### config.mk
export PLATFORM = sky130hd
export DESIGN_NAME = cache_req_arbiter
export DESIGN_NICKNAME = d
export VERILOG_FILES = /design/src/rtl/cache_req_arbiter.sv
export SDC_FILE = /design/constraint.sdc
export NUM_CORES = 1
export LEC_CHECK = 0
export CAP_MARGIN = 20
export CELL_PAD_IN_SITES_DETAIL_PLACEMENT = 1
export CELL_PAD_IN_SITES_GLOBAL_PLACEMENT = 1
export CORE_ASPECT_RATIO = 0.75
export CORE_MARGIN = 2
export CORE_UTILIZATION = 25
export CTS_CLUSTER_DIAMETER = 100
export DETAILED_ROUTE_END_ITERATION = 10
export MAX_ROUTING_LAYER = met4
export PLACE_DENSITY = 0.8
export SLEW_MARGIN = 40
export SYNTH_ARGS = -nofsm -noshare
export SYNTH_HDL_FRONTEND = slang
export SYNTH_SLANG_ARGS = --single-unit
### constraint.sdc
create_clock -name clk_i -period 3.3 [get_ports clk_i]
set_input_delay 0.66 -clock clk_i [delete_from_list [all_inputs] [get_ports clk_i]]
set_output_delay 0.66 -clock clk_i [all_outputs]
set_load 0.05 [all_outputs]
### src/rtl/cache_req_arbiter.sv
// cache_req_arbiter
// Round-robin arbiter that shares one cache lookup engine between N_REQ
// requesters. One transaction is in flight at a time:
//   IDLE -> ISSUE -> WAIT (1..TIMEOUT cycles) -> RESP -> IDLE
// A watchdog aborts a lookup whose engine never signals done.
//
// Handshake semantics:
//   Request side: a requester raises req_valid_i[i] with req_rw_i[i] and its
//   address slice, and holds them until it sees req_ready_o[i] for one cycle.
//   The request is accepted in that cycle. Dropping valid before ready simply
//   withdraws the request. Holding valid after ready posts a new request.
//   The rw/address are latched at grant, so later changes are ignored.
//   Engine side: cc_start_o is a one-cycle pulse with cc_rw_o/cc_addr_o held
//   from ISSUE until RESP. cc_done_i (with cc_hit_i) is only looked at in WAIT.
//   Response side: rsp_valid_o is a one-hot single-cycle pulse, and
//   rsp_hit_o/rsp_err_o are meaningful only while it is non-zero.
// The current FSM state is exposed on state_o for observation.

module cache_req_arbiter #(
    parameter int N_REQ   = 4,
    parameter int ADDR_W  = 32,
    parameter int TIMEOUT = 255,
    parameter int ID_W    = $clog2(N_REQ)
) (
    input  logic                    clk_i,
    input  logic                    reset_i,      // synchronous, active-low
    input  logic [N_REQ-1:0]        req_valid_i,
    input  logic [N_REQ-1:0]        req_rw_i,
    input  logic [N_REQ*ADDR_W-1:0] req_addr_i,
    output logic [N_REQ-1:0]        req_ready_o,
    output logic [N_REQ-1:0]        rsp_valid_o,
    output logic                    rsp_hit_o,
    output logic                    rsp_err_o,
    output logic                    cc_start_o,
    output logic                    cc_rw_o,
    output logic [ADDR_W-1:0]       cc_addr_o,
    input  logic                    cc_done_i,
    input  logic                    cc_hit_i,
    output logic                    busy_o,
    output logic [ID_W-1:0]         grant_id_o,
    output logic [1:0]              state_o
);

    localparam logic [1:0] S_IDLE  = 2'd0;
    localparam logic [1:0] S_ISSUE = 2'd1;
    localparam logic [1:0] S_WAIT  = 2'd2;
    localparam logic [1:0] S_RESP  = 2'd3;

    // Last watchdog value at which WAIT is still allowed to see done.
    localparam logic [7:0]      WD_LAST  = 8'(TIMEOUT - 1);
    // Reset value of last_grant so that requester 0 is scanned first.
    localparam logic [ID_W-1:0] LAST_RST = ID_W'(N_REQ - 1);

    logic [1:0]        state_q,      state_d;
    logic [ID_W-1:0]   last_grant_q, last_grant_d;
    logic [ID_W-1:0]   grant_id_q,   grant_id_d;
    logic              cc_rw_q,      cc_rw_d;
    logic [ADDR_W-1:0] cc_addr_q,    cc_addr_d;
    logic              cc_start_q,   cc_start_d;
    logic [7:0]        wd_q,         wd_d;
    logic              rsp_hit_q,    rsp_hit_d;
    logic              rsp_err_q,    rsp_err_d;
    logic [N_REQ-1:0]  req_ready_q,  req_ready_d;
    logic [N_REQ-1:0]  rsp_valid_q,  rsp_valid_d;
    logic              busy_q,       busy_d;

    logic              pick_found;
    logic [ID_W-1:0]   pick_id;
    logic [ID_W-1:0]   scan_id;
    logic [ADDR_W-1:0] pick_addr;

    // Round-robin pick: first valid requester after last_grant, wrapping.
    always_comb begin
        pick_found = 1'b0;
        pick_id    = '0;
        scan_id    = '0;
        for (int k = 1; k <= N_REQ; k++) begin
            scan_id = ID_W'((int'(last_grant_q) + k) % N_REQ);
            if (!pick_found && req_valid_i[scan_id]) begin
                pick_found = 1'b1;
                pick_id    = scan_id;
            end
        end
        pick_addr = req_addr_i[int'(pick_id)*ADDR_W +: ADDR_W];
    end

    // Next-state and next-output logic; every output is registered.
    always_comb begin
        state_d      = state_q;
        last_grant_d = last_grant_q;
        grant_id_d   = grant_id_q;
        cc_rw_d      = cc_rw_q;
        cc_addr_d    = cc_addr_q;
        wd_d         = wd_q;
        rsp_hit_d    = rsp_hit_q;
        rsp_err_d    = rsp_err_q;
        cc_start_d   = 1'b0;
        req_ready_d  = '0;
        rsp_valid_d  = '0;

        case (state_q)
            S_IDLE: begin
                if (pick_found) begin
                    state_d              = S_ISSUE;
                    grant_id_d           = pick_id;
                    cc_rw_d              = req_rw_i[pick_id];
                    cc_addr_d            = pick_addr;
                    req_ready_d[pick_id] = 1'b1;
                    cc_start_d           = 1'b1;
                end
            end
            S_ISSUE: begin
                wd_d    = '0;
                state_d = S_WAIT;
            end
            S_WAIT: begin
                // done takes priority over a timeout in the same cycle
                if (cc_done_i) begin
                    rsp_hit_d               = cc_hit_i;
                    rsp_err_d               = 1'b0;
                    rsp_valid_d[grant_id_q] = 1'b1;
                    state_d                 = S_RESP;
                end else if (wd_q == WD_LAST) begin
                    rsp_hit_d               = 1'b0;
                    rsp_err_d               = 1'b1;
                    rsp_valid_d[grant_id_q] = 1'b1;
                    state_d                 = S_RESP;
                end else begin
                    wd_d = wd_q + 8'd1;
                end
            end
            S_RESP: begin
                last_grant_d = grant_id_q;
                state_d      = S_IDLE;
            end
            default: begin
                state_d = S_IDLE;
            end
        endcase

        busy_d = (state_d != S_IDLE);
    end

    // State and output registers with synchronous active-low reset.
    always_ff @(posedge clk_i) begin
        if (!reset_i) begin
            state_q      <= S_IDLE;
            last_grant_q <= LAST_RST;
            grant_id_q   <= '0;
            cc_rw_q      <= 1'b0;
            cc_addr_q    <= '0;
            cc_start_q   <= 1'b0;
            wd_q         <= '0;
            rsp_hit_q    <= 1'b0;
            rsp_err_q    <= 1'b0;
            req_ready_q  <= '0;
            rsp_valid_q  <= '0;
            busy_q       <= 1'b0;
        end else begin
            state_q      <= state_d;
            last_grant_q <= last_grant_d;
            grant_id_q   <= grant_id_d;
            cc_rw_q      <= cc_rw_d;
            cc_addr_q    <= cc_addr_d;
            cc_start_q   <= cc_start_d;
            wd_q         <= wd_d;
            rsp_hit_q    <= rsp_hit_d;
            rsp_err_q    <= rsp_err_d;
            req_ready_q  <= req_ready_d;
            rsp_valid_q  <= rsp_valid_d;
            busy_q       <= busy_d;
        end
    end

    assign req_ready_o = req_ready_q;
    assign rsp_valid_o = rsp_valid_q;
    assign rsp_hit_o   = rsp_hit_q;
    assign rsp_err_o   = rsp_err_q;
    assign cc_start_o  = cc_start_q;
    assign cc_rw_o     = cc_rw_q;
    assign cc_addr_o   = cc_addr_q;
    assign busy_o      = busy_q;
    assign grant_id_o  = grant_id_q;
    assign state_o     = state_q;

endmodule

==> After elaboration in Yosys (flattened, before gate mapping) <==
Cells that the tools add are included.
{ "word_totals": {"register_bits": 59, "elab_cells": 86, "inputBits": 140, "output_inout_bits": 49} }
{ "classes": {"shifts": 1, "n_addsub": 5, "n_mux": 36, "magnitude_cmp": 8, "reduce_logical": 18, "eq_ne": 6} }
{ "op_table": {"columns": ["op", "n"], "rows": [
  ["$shiftx 128x8->32", 1],
  ["$lt 2x3->1 const B", 6],
  ["$mux 1", 16],
  ["$mux 8", 2],
  ["$pmux 8 s2", 1],
  ["$mux 2", 7],
  ["$bmux 1 s2", 5],
  ["$add 8x1->8 const B", 1],
  ["$eq 8x8->1 const B", 1],
  ["$mux 4", 2],
  ["$pmux 2 s4", 1],
  ["$reduce_and 2->1", 4],
  ["$reduce_and 3->1", 2],
  ["$reduce_bool 2->1", 3],
  ["$logic_and 1x1->1", 5],
  ["$add 2x1->2 const B", 2],
  ["$add 2x2->2 const B", 2],
  ["$demux 1 s2", 2],
  ["$eq 2x2->1 const B", 2],
  ["$ge 2x1->1 const B", 2],
  ["$ne 2x2->1 const B", 2],
  ["$logic_not 1->1", 3],
  ["$eq 2x1->1 const B", 1],
  ["$logic_not 2->1", 1]
]} }

==> Depth between registers and ports, before layout <==
Gate-level depths: netlist of run 1.
{ "logic_depth": {"depth_word": 17, "ltp_mapped": 8, "depth_no_buf": 7} }

==> Worst setup path before layout of run 1 <==
Ideal clock, no wire load.
{ "synth_timing": {"kind": "register to register", "startpoint": "register state_q[0] (netlist: state_o[0])", "endpoint": "register cc_addr_q[10] (netlist: cc_addr_o[10])", "required_time_ns": 3.172, "arrival_ns": 1.839, "synth_period_minus_slack_ns": 1.967, "stages_incl_launch_ff": 9, "path_slack_ns": 1.333, "setup_time_ns": 0.128, "n_path_buf": 2, "cell_sequence": "dfxtp_1 inv_1 ha_1 a21boi_2 and2_4 nand2b_1 buf_6 buf_6 o221ai_2"} }
{ "synth_via": {"elab_chain_cells": 2} }
{ "synth_rtl": {"columns": ["element", "line_no", "text"], "rows": [
  ["start, declared", "54", "logic [1:0] state_q, state_d;"],
  ["start signal, assigned", "160", "state_q <= state_d;"],
  ["$logic_not 2->1", "101", "case (state_q)"],
  ["$reduce_and 2->1 (no source line)", null, null],
  ["end signal, assigned", "164", "cc_addr_q <= cc_addr_d;"],
  ["end, declared", "58", "logic [ADDR_W-1:0] cc_addr_q, cc_addr_d;"]
]} }
Every way passes these cells.
A chain may end at the register's enable or synchronous reset.

==> Worst setup path after layout of run 1 <==
{ "layout_timing": {"startpoint": "register grant_id_q[0] (netlist: grant_id_o[0])", "endpoint": "output grant_id_o[0]"} }
{ "layout_rtl": {"columns": ["element", "line_no", "text"], "rows": [
  ["start, declared", "56", "logic [ID_W-1:0] grant_id_q, grant_id_d;"],
  ["start signal, assigned", "162", "grant_id_q <= grant_id_d;"],
  ["end, declared", "40", "output logic [ID_W-1:0] grant_id_o,"]
]} }
No word-level cell between the ends.

==> summary.md, run 1 <==
| Metric | Value |
|---|---|
| Total nets after synthesis | `453` |
| Post-synth top area share | `36.28%` |
| Total non-filler cell area in the finished layout | `0.005567 mm2` |
| First-pass GRT wire length | `about 17 mm` |
| Layout area overhead | `70.98%` |
| Combinational group share of total power | `between 50% and 60%` |
| Status | `completed` |
| Int Power | `roughly 2.4 mW` |
| Top fanout value on the critical path | `6` |
| Switching Fraction | `42.93%` |
| Kind of path behind the tightest hold check | `reg2reg` |
| Setup repair after global routing missed its margin | `false` |
| Nature of the critical path endpoint | `primary output` |
| Largest stage delay, worst path | `0.85 ns` |
| Post-CTS Resized | `0` |
| Share of total power in the clock network | `22.6%` |
| CP Data Arrival Time | `1.63 ns` |
| # Max-Cap Violations | `0` |
| Placed Instance Area | `0.005264 mm2` |
| Simple-gate share of the synthesized area | `11.95%` |
| Power spent charging and discharging nets | `1.789 mW` |
| Hold violation total from the final report | `0` |
| Crit path max-delay family | `buffers and inverters` |
| Gate Count Post-Synth | `306` |
| Worst clock skew | `0.006581 ns` |
| Start-to-end type of the worst setup path | `reg2out` |
| Clk pin slew, worst setup/hold paths | `0.06 ns` |
| Max-slew violation count | `0` |
| Fill cell total of the finished layout | `1423` |
| Synth Area in Compound Gates | `between 10% and 20%` |
| GR Overflow Total | `0` |
| Residual DRC count | `0` |
| Leading area contributor after synthesis | `sky130_fd_sc_hd__dfxtp_1` |
| Max Fclk | `0.4360 GHz` |
| Nature of the critical path startpoint | `register` |
| Worst IR Drop VDD | `between 200 and 300 uV` |
| Total number of H-tree levels | `3` |
| Number of antenna-violating nets in the routed design | `0` |
| Transition time at the pin with the least slew margin | `~0.56 ns` |
| Via Count | `3120` |
| Data required time of the worst path | `2.64 ns` |
| Final worst path period share | `a little over two thirds` |
| Cts bufs inserted | `9` |
| Cell chain of the critical path | `clkdlybuf4s50_1` |
| Share of synthesized area occupied by flip-flops and latches | `a little over a third` |
| Final weighted congestion in routability-driven placement | `~0.8` |
| Die Width | `135.8 um` |
| Sequential power share | `between 20% and 30%` |
| Clock Sinks | `59` |
| Adder-cell share of the synthesized area | `under 10%` |
| Core Rows | `36` |
| CTS Hold Buffers Added | `0` |
| Crit path max-delay cell type | `sky130_fd_sc_hd__clkdlybuf4s50_1` |
| Leading cell type in the layout, fill and taps excluded | `sky130_fd_sc_hd__clkdlybuf4s50_1` |
| Setup bufs post-CTS | `0` |
| Total of warnings raised by yosys | `0` |
| DPL Wire Length | `roughly 9 mm` |
| Top-level I/O count | `between 150 and 200` |
| Core outline area | `0.01284 mm2` |
| Xor and xnor area share after synthesis | `1.614%` |
| First-pass iteration count of the detailed router | `4` |
| Global-route usage over all layers | `roughly 16%` |
| Via density per instance | `4.664` |
| Routed wire length | `11.46 mm` |
| Later-pin clock latency in the skew report | `0.33 ns` |
| Multiplexer share of the synthesized area | `21.21%` |
| Die outline area | `0.01396 mm2` |
| Buffers on Ports | `approximately 190` |
| Synth area leaders | `sky130_fd_sc_hd__dfxtp_1 36%, sky130_fd_sc_hd__mux2i_1 21%, sky130_fd_sc_hd__o221ai_2 14%, sky130_fd_sc_hd__buf_6 5.2%, sky130_fd_sc_hd__nand2_1 4.8%` |
| Largest family of logic cells by synthesized area | `multiplexers` |
| Post-synthesis sequential element count | `a little under 60` |
| Shortest period the worst path allows | `2.294 ns` |
| Pin count of the biggest net entering global routing | `35` |
| Final setup TNS | `0 ns` |
| Number of diodes | `0` |
| Initial standard-cell utilization of the core | `between 20% and 30%` |
| Commonest non-fill, non-tap cells in the layout | `188 x sky130_fd_sc_hd__clkdlybuf4s50_1, 69 x sky130_fd_sc_hd__mux2i_1, 59 x sky130_fd_sc_hd__dfxtp_1` |
| Worst rel slew slack | `between 60% and 70%` |
| Proportion of layout cells with a drive suffix above 1 | `approximately 13%` |
| Antenna violations before repair | `0` |
| Distinct cell type count of the synthesized netlist | `39` |
| Iter 0 DRT Violations | `38` |
| Number of setup violations in the final report | `0` |
| Buffer and inverter count on the worst path | `1` |
| Mapped cell area | `approximately 0.0033 mm2` |
| Die Y | `102.8 um` |
| Power per cell area | `748.6 mW/mm2` |
| Clk buf depth | `2` |
| Syn_area_per_cell | `10.64 um2` |
| Clock root buffer | `sky130_fd_sc_hd__clkbuf_16` |
| Final layout net count | `640` |
| Clock tree from TritonCTS | `done` |
| Via count of the first global-routing pass | `about 3300` |
| Routed WL per cell | `17.13 um` |
| Leak Pwr | `2.329 nW` |
per-stage QoR:
step	hold WS, ns	std cells	utilization, %	total power [mW]	setup slack [ns]
5_1_grt	0.4889	669	43.36	4.398	0.8790
2_1_floorplan	0.4464	306	-	2.515	1.333
6_report	0.4688	669	43.36	4.167	1.006
3_3_place_gp	0.4441	653	41.00	3.207	0.7527
3_5_place_dp	0.4511	653	41.00	3.259	0.6525
4_1_cts	0.4724	669	43.36	4.237	0.9588
registers in the layout, indices dropped and copies added, names as in the netlist:
signal and cells:
state_o 2, last_grant_q 2, cc_rw_o 1, wd_q 8
req_ready_o 4, rsp_hit_o 1, rsp_valid_o 4, cc_addr_o 32
cc_start_o 1, rsp_err_o 1, grant_id_o 2, busy_o 1
worst min-delay path, stage by stage, from the launching register on:
cell and delay (ns):
sky130_fd_sc_hd__dfxtp_1 0.33, sky130_fd_sc_hd__nand2_1 0.06, sky130_fd_sc_hd__o221ai_2 0.05
power by group through the flow:
stage / Clock, mW / Combinational [mW] / Sequential, mW
after floorplan: 0 / 0.785 / 1.73
after global placement: 0 / 2.14 / 1.06
after detailed placement: 0 / 2.19 / 1.07
after CTS: 0.982 / 2.19 / 1.06
after global routing: 1.02 / 2.30 / 1.09
final: 0.944 / 2.17 / 1.06
layout make-up:
class                           count  area (um2)  area share [%]
Timing Repair Buffer              196        1967           35.33
Clock inverter                      6       63.81           1.146
Sequential cell                    59        1181           21.22
Inverter                            5       18.77          0.3372
Tap cell                          171       214.0           3.844
Multi-Input combinational cell    222        1883           33.83
Clock buffer                       10       239.0           4.293
cells in the mapped netlist, drive strengths merged:
library cell,instances
and2b,1
nand3b,2
o221ai,34
nand2b,5
nand3,4
a21oi,4
o211a,2
mux2i,69
and3,3
dfxtp,59
a32oi,1
nor2,13
nand4,1
o21ai,7
ha,7
nor2b,4
or2,1
a41oi,1
o21bai,1
nor3,3
o2111ai,2
nand2,43
xnor2,2
xor2,4
clkbuf,1
o31a,1
and2,4
buf,19
a21boi,1
inv,5
o21a,1
a211oi,1
cells by family after synthesis:
| kind of cell | after synthesis |
|---|---|
| AO/OA/AOI/OAI | 56 |
| XOR/XNOR | 6 |
| adder cells (fa/ha/maj) | 7 |
| buffers and inverters | 25 |
| flip-flops | 59 |
| multiplexers | 69 |
| AND/OR/NAND/NOR | 84 |
per-layer routing:
metal  vias up  routed length [um]  track usage [%]
li1       1508                   -                -
met5         -                   0                -
met2       110                5609            28.63
met3        10                 875            5.556
met1      1492                4824            18.25
met4         0                 148            4.087
path summary, 6_finish.rpt:
kind,end,from,cells past startpoint,slack (ns)
hold / removal,cc_addr_o[26]$_SDFFE_PN0P_,cc_addr_o[26]$_SDFFE_PN0P_,2,0.47
hold reg to reg,cc_addr_o[26]$_SDFFE_PN0P_,cc_addr_o[26]$_SDFFE_PN0P_,2,0.47
setup / recovery,grant_id_o[0],grant_id_o[0]$_SDFFE_PN0P_,1,1.01
setup reg to reg,cc_addr_o[0]$_SDFFE_PN0P_,state_o[0]$_SDFF_PN0_,7,1.47
Note: power is estimated with default switching activity, not from simulation.
==> run 2: changes to the inputs <==
==> constraint.sdc (replaced) <==
create_clock -name clk_i -period 2.2 [get_ports clk_i]
set_input_delay 0.44 -clock clk_i [delete_from_list [all_inputs] [get_ports clk_i]]
set_output_delay 0.44 -clock clk_i [all_outputs]
set_load 0.05 [all_outputs]
==> run 2 against run 1 <==
- combinational power grew 53%
- register-to-register slack worse by 1.1 ns
- clock-buffer cell count stayed put
- largest power group unchanged
- sequential power up 49%
- via count increased by 0.58%
- cell count is 1.2% higher
- worst setup slack got worse by 0.88 ns
- clock power is 43% higher
- sequential cell count unchanged
- core utilization is 0.73 points higher
- clock skew about the same
==> summary.md, run 2 (same netlist as run 1, synthesis figures left out) <==
| Metric | Value |
|---|---|
| Final layout net count | `648` |
| Worst rel slew slack | `64.62%` |
| Routed WL per cell | `16.80 um` |
| Largest register FFs | `32` |
| Combinational group share of total power | `roughly 53%` |
| Post-layout utilization of the core | `44.09%` |
| Switching Fraction | `43.52%` |
| Power spent charging and discharging nets | `2.727 mW` |
| Placed Instance Area | `0.005374 mm2` |
| Number of setup violations in the final report | `0` |
| Via density per instance | `about 4.6` |
| Max Fclk | `0.4829 GHz` |
| Hold violation total from the final report | `0` |
| First-pass GRT wire length | `17.09 mm` |
| Clock Sinks | `59` |
| Global-route usage over all layers | `16.43%` |
| Antenna violations before repair | `0` |
| Crit path max-delay cell type | `sky130_fd_sc_hd__clkdlybuf4s50_1` |
| Pin count of the biggest net entering global routing | `34` |
| Top-level I/O count | `189` |
| Setup bufs post-CTS | `0` |
| Final worst setup slack | `0.1294 ns` |
| Setup repair after global routing missed its margin | `false` |
| # Max-Cap Violations | `0` |
| Worst slack, placed | `-0.1005 ns` |
| Number of antenna-violating nets in the routed design | `0` |
| Start-to-end type of the worst setup path | `reg2out` |
| Largest stage delay, worst path | `~0.85 ns` |
| Nature of the critical path endpoint | `primary output` |
| Initial standard-cell utilization of the core | `25.36%` |
| Clk buf depth | `2` |
| Die outline area | `0.01396 mm2` |
| Post-layout power | `6.267 mW` |
| Buffer and inverter count on the worst path | `1` |
| Final weighted congestion in routability-driven placement | `just under 0.8` |
| Clk pin slew, worst setup/hold paths | `0.06 ns` |
| Die Width | `135.8 um` |
| Via count of the first global-routing pass | `3341` |
| Leak Pwr | `2.385 nW` |
| Worst IR Drop VDD | `502.9 uV` |
| Iter 0 DRT Violations | `83` |
| Data required time of the worst path | `1.76 ns` |
| Residual DRC count | `0` |
| CP Depth | `1` |
| Clock root buffer | `sky130_fd_sc_hd__clkbuf_16` |
| Sequential power share | `25.3%` |
| Cell chain of the critical path | `clkdlybuf4s50_1` |
| Total number of H-tree levels | `3` |
| Core Rows | `36` |
| Clock tree from TritonCTS | `done` |
| Transition time at the pin with the least slew margin | `0.5290 ns` |
| Shortest period the worst path allows | `2.071 ns` |
| Int Power | `roughly 3.5 mW` |
| Hold WS | `0.4622 ns` |
| Fill cell total of the finished layout | `1396` |
| Nature of the critical path startpoint | `register` |
| Via Count | `3138` |
| R2R cell count | `7` |
| Share of total power in the clock network | `21.5%` |
| Number of diodes | `0` |
| CTS Hold Buffers Added | `0` |
| Later-pin clock latency in the skew report | `0.33 ns` |
| Routed wire length | `11.37 mm` |
| Post-CTS Resized | `0` |
| Proportion of layout cells with a drive suffix above 1 | `14.03%` |
| Commonest non-fill, non-tap cells in the layout | `188 x sky130_fd_sc_hd__clkdlybuf4s50_1, 69 x sky130_fd_sc_hd__mux2i_1, 59 x sky130_fd_sc_hd__dfxtp_1` |
| CP Data Arrival Time | `1.63 ns` |
| Total non-filler cell area in the finished layout | `0.005660 mm2` |
| Final worst path period share | `94.12%` |
| Die Y | `102.8 um` |
| Core outline area | `0.01284 mm2` |
| Worst hold path stage count | `2` |
| Layout area overhead | `73.87%` |
| Cts bufs inserted | `9` |
| GR Overflow Total | `0` |
| Status | `completed` |
| Max-slew violation count | `0` |
| First-pass iteration count of the detailed router | `4` |
| Buffers on Ports | `188` |
| Worst clock skew | `approximately 0.0065 ns` |
| Kind of path behind the tightest hold check | `reg2reg` |
| Power per cell area | `1107 mW/mm2` |
| Top fanout value on the critical path | `6` |
| Leading cell type in the layout, fill and taps excluded | `sky130_fd_sc_hd__clkdlybuf4s50_1` |
| DPL Wire Length | `9.077 mm` |
| Crit path max-delay family | `buffers and inverters` |
==> run 2: stage by stage <==
step / setup TNS (ns) / instances
3_5_place_dp: -2.441 / 661
5_1_grt: 0 / 677
2_1_floorplan: 0 / 306
3_3_place_gp: -0.3431 / 661
4_1_cts: 0 / 677
6_report: 0 / 677
==> run 2: final timing paths <==
kind / startpoint / endpoint / slack, ns
min: cc_addr_o[2]$_SDFFE_PN0P_ / cc_addr_o[2]$_SDFFE_PN0P_ / 0.46
max reg2reg: state_o[0]$_SDFF_PN0_ / wd_q[4]$_SDFFE_PN0P_ / 0.42
max: grant_id_o[0]$_SDFFE_PN0P_ / grant_id_o[0] / 0.13
min reg2reg: cc_addr_o[2]$_SDFFE_PN0P_ / cc_addr_o[2]$_SDFFE_PN0P_ / 0.46
==> run 2: area by class of cell <==
type | instances | area [um2] | area share, %
repair buffers | 204 | 2077 | 36.69
well taps | 171 | 214.0 | 3.780
clock buffers | 10 | 239.0 | 4.222
flip-flops and latches | 59 | 1181 | 20.87
clock inverters | 6 | 47.55 | 0.8400
inverters | 5 | 18.77 | 0.3316
multi-input cells | 222 | 1883 | 33.27
==> run 2: layer usage <==
layer / routed length [um] / track usage, % / vias up / part of all wire (%)
met2: 5648 / 28.44 / 111 / 50
met1: 4846 / 18.58 / 1492 / 43
met3: 723 / 4.376 / 12 / 6.4
met4: 153 / 5.529 / 0 / 1.3
met5: 0 / - / - / 0
li1: - / - / 1523 / -
==> run 2: power by group through the flow <==
stage | logic (mW) | registers, mW | clock network [mW]
after floorplan | 1.18 | 2.60 | 0
after global placement | 3.31 | 1.58 | 0
after detailed placement | 3.38 | 1.61 | 0
after CTS | 3.39 | 1.59 | 1.40
after global routing | 3.54 | 1.62 | 1.45
final | 3.33 | 1.58 | 1.35
==> run 3: changes to the inputs <==
--- a/config.mk
+++ b/config.mk
@@ -15,6 +15,7 @@
 export DETAILED_ROUTE_END_ITERATION = 10
 export MAX_ROUTING_LAYER = met4
 export PLACE_DENSITY = 0.8
+export SKIP_CTS_REPAIR_TIMING = 1
 export SLEW_MARGIN = 40
 export SYNTH_ARGS = -nofsm -noshare
 export SYNTH_HDL_FRONTEND = slang
==> results of run 3 <==
No change in the layout: final DEF, timing and power equal those of run 2.
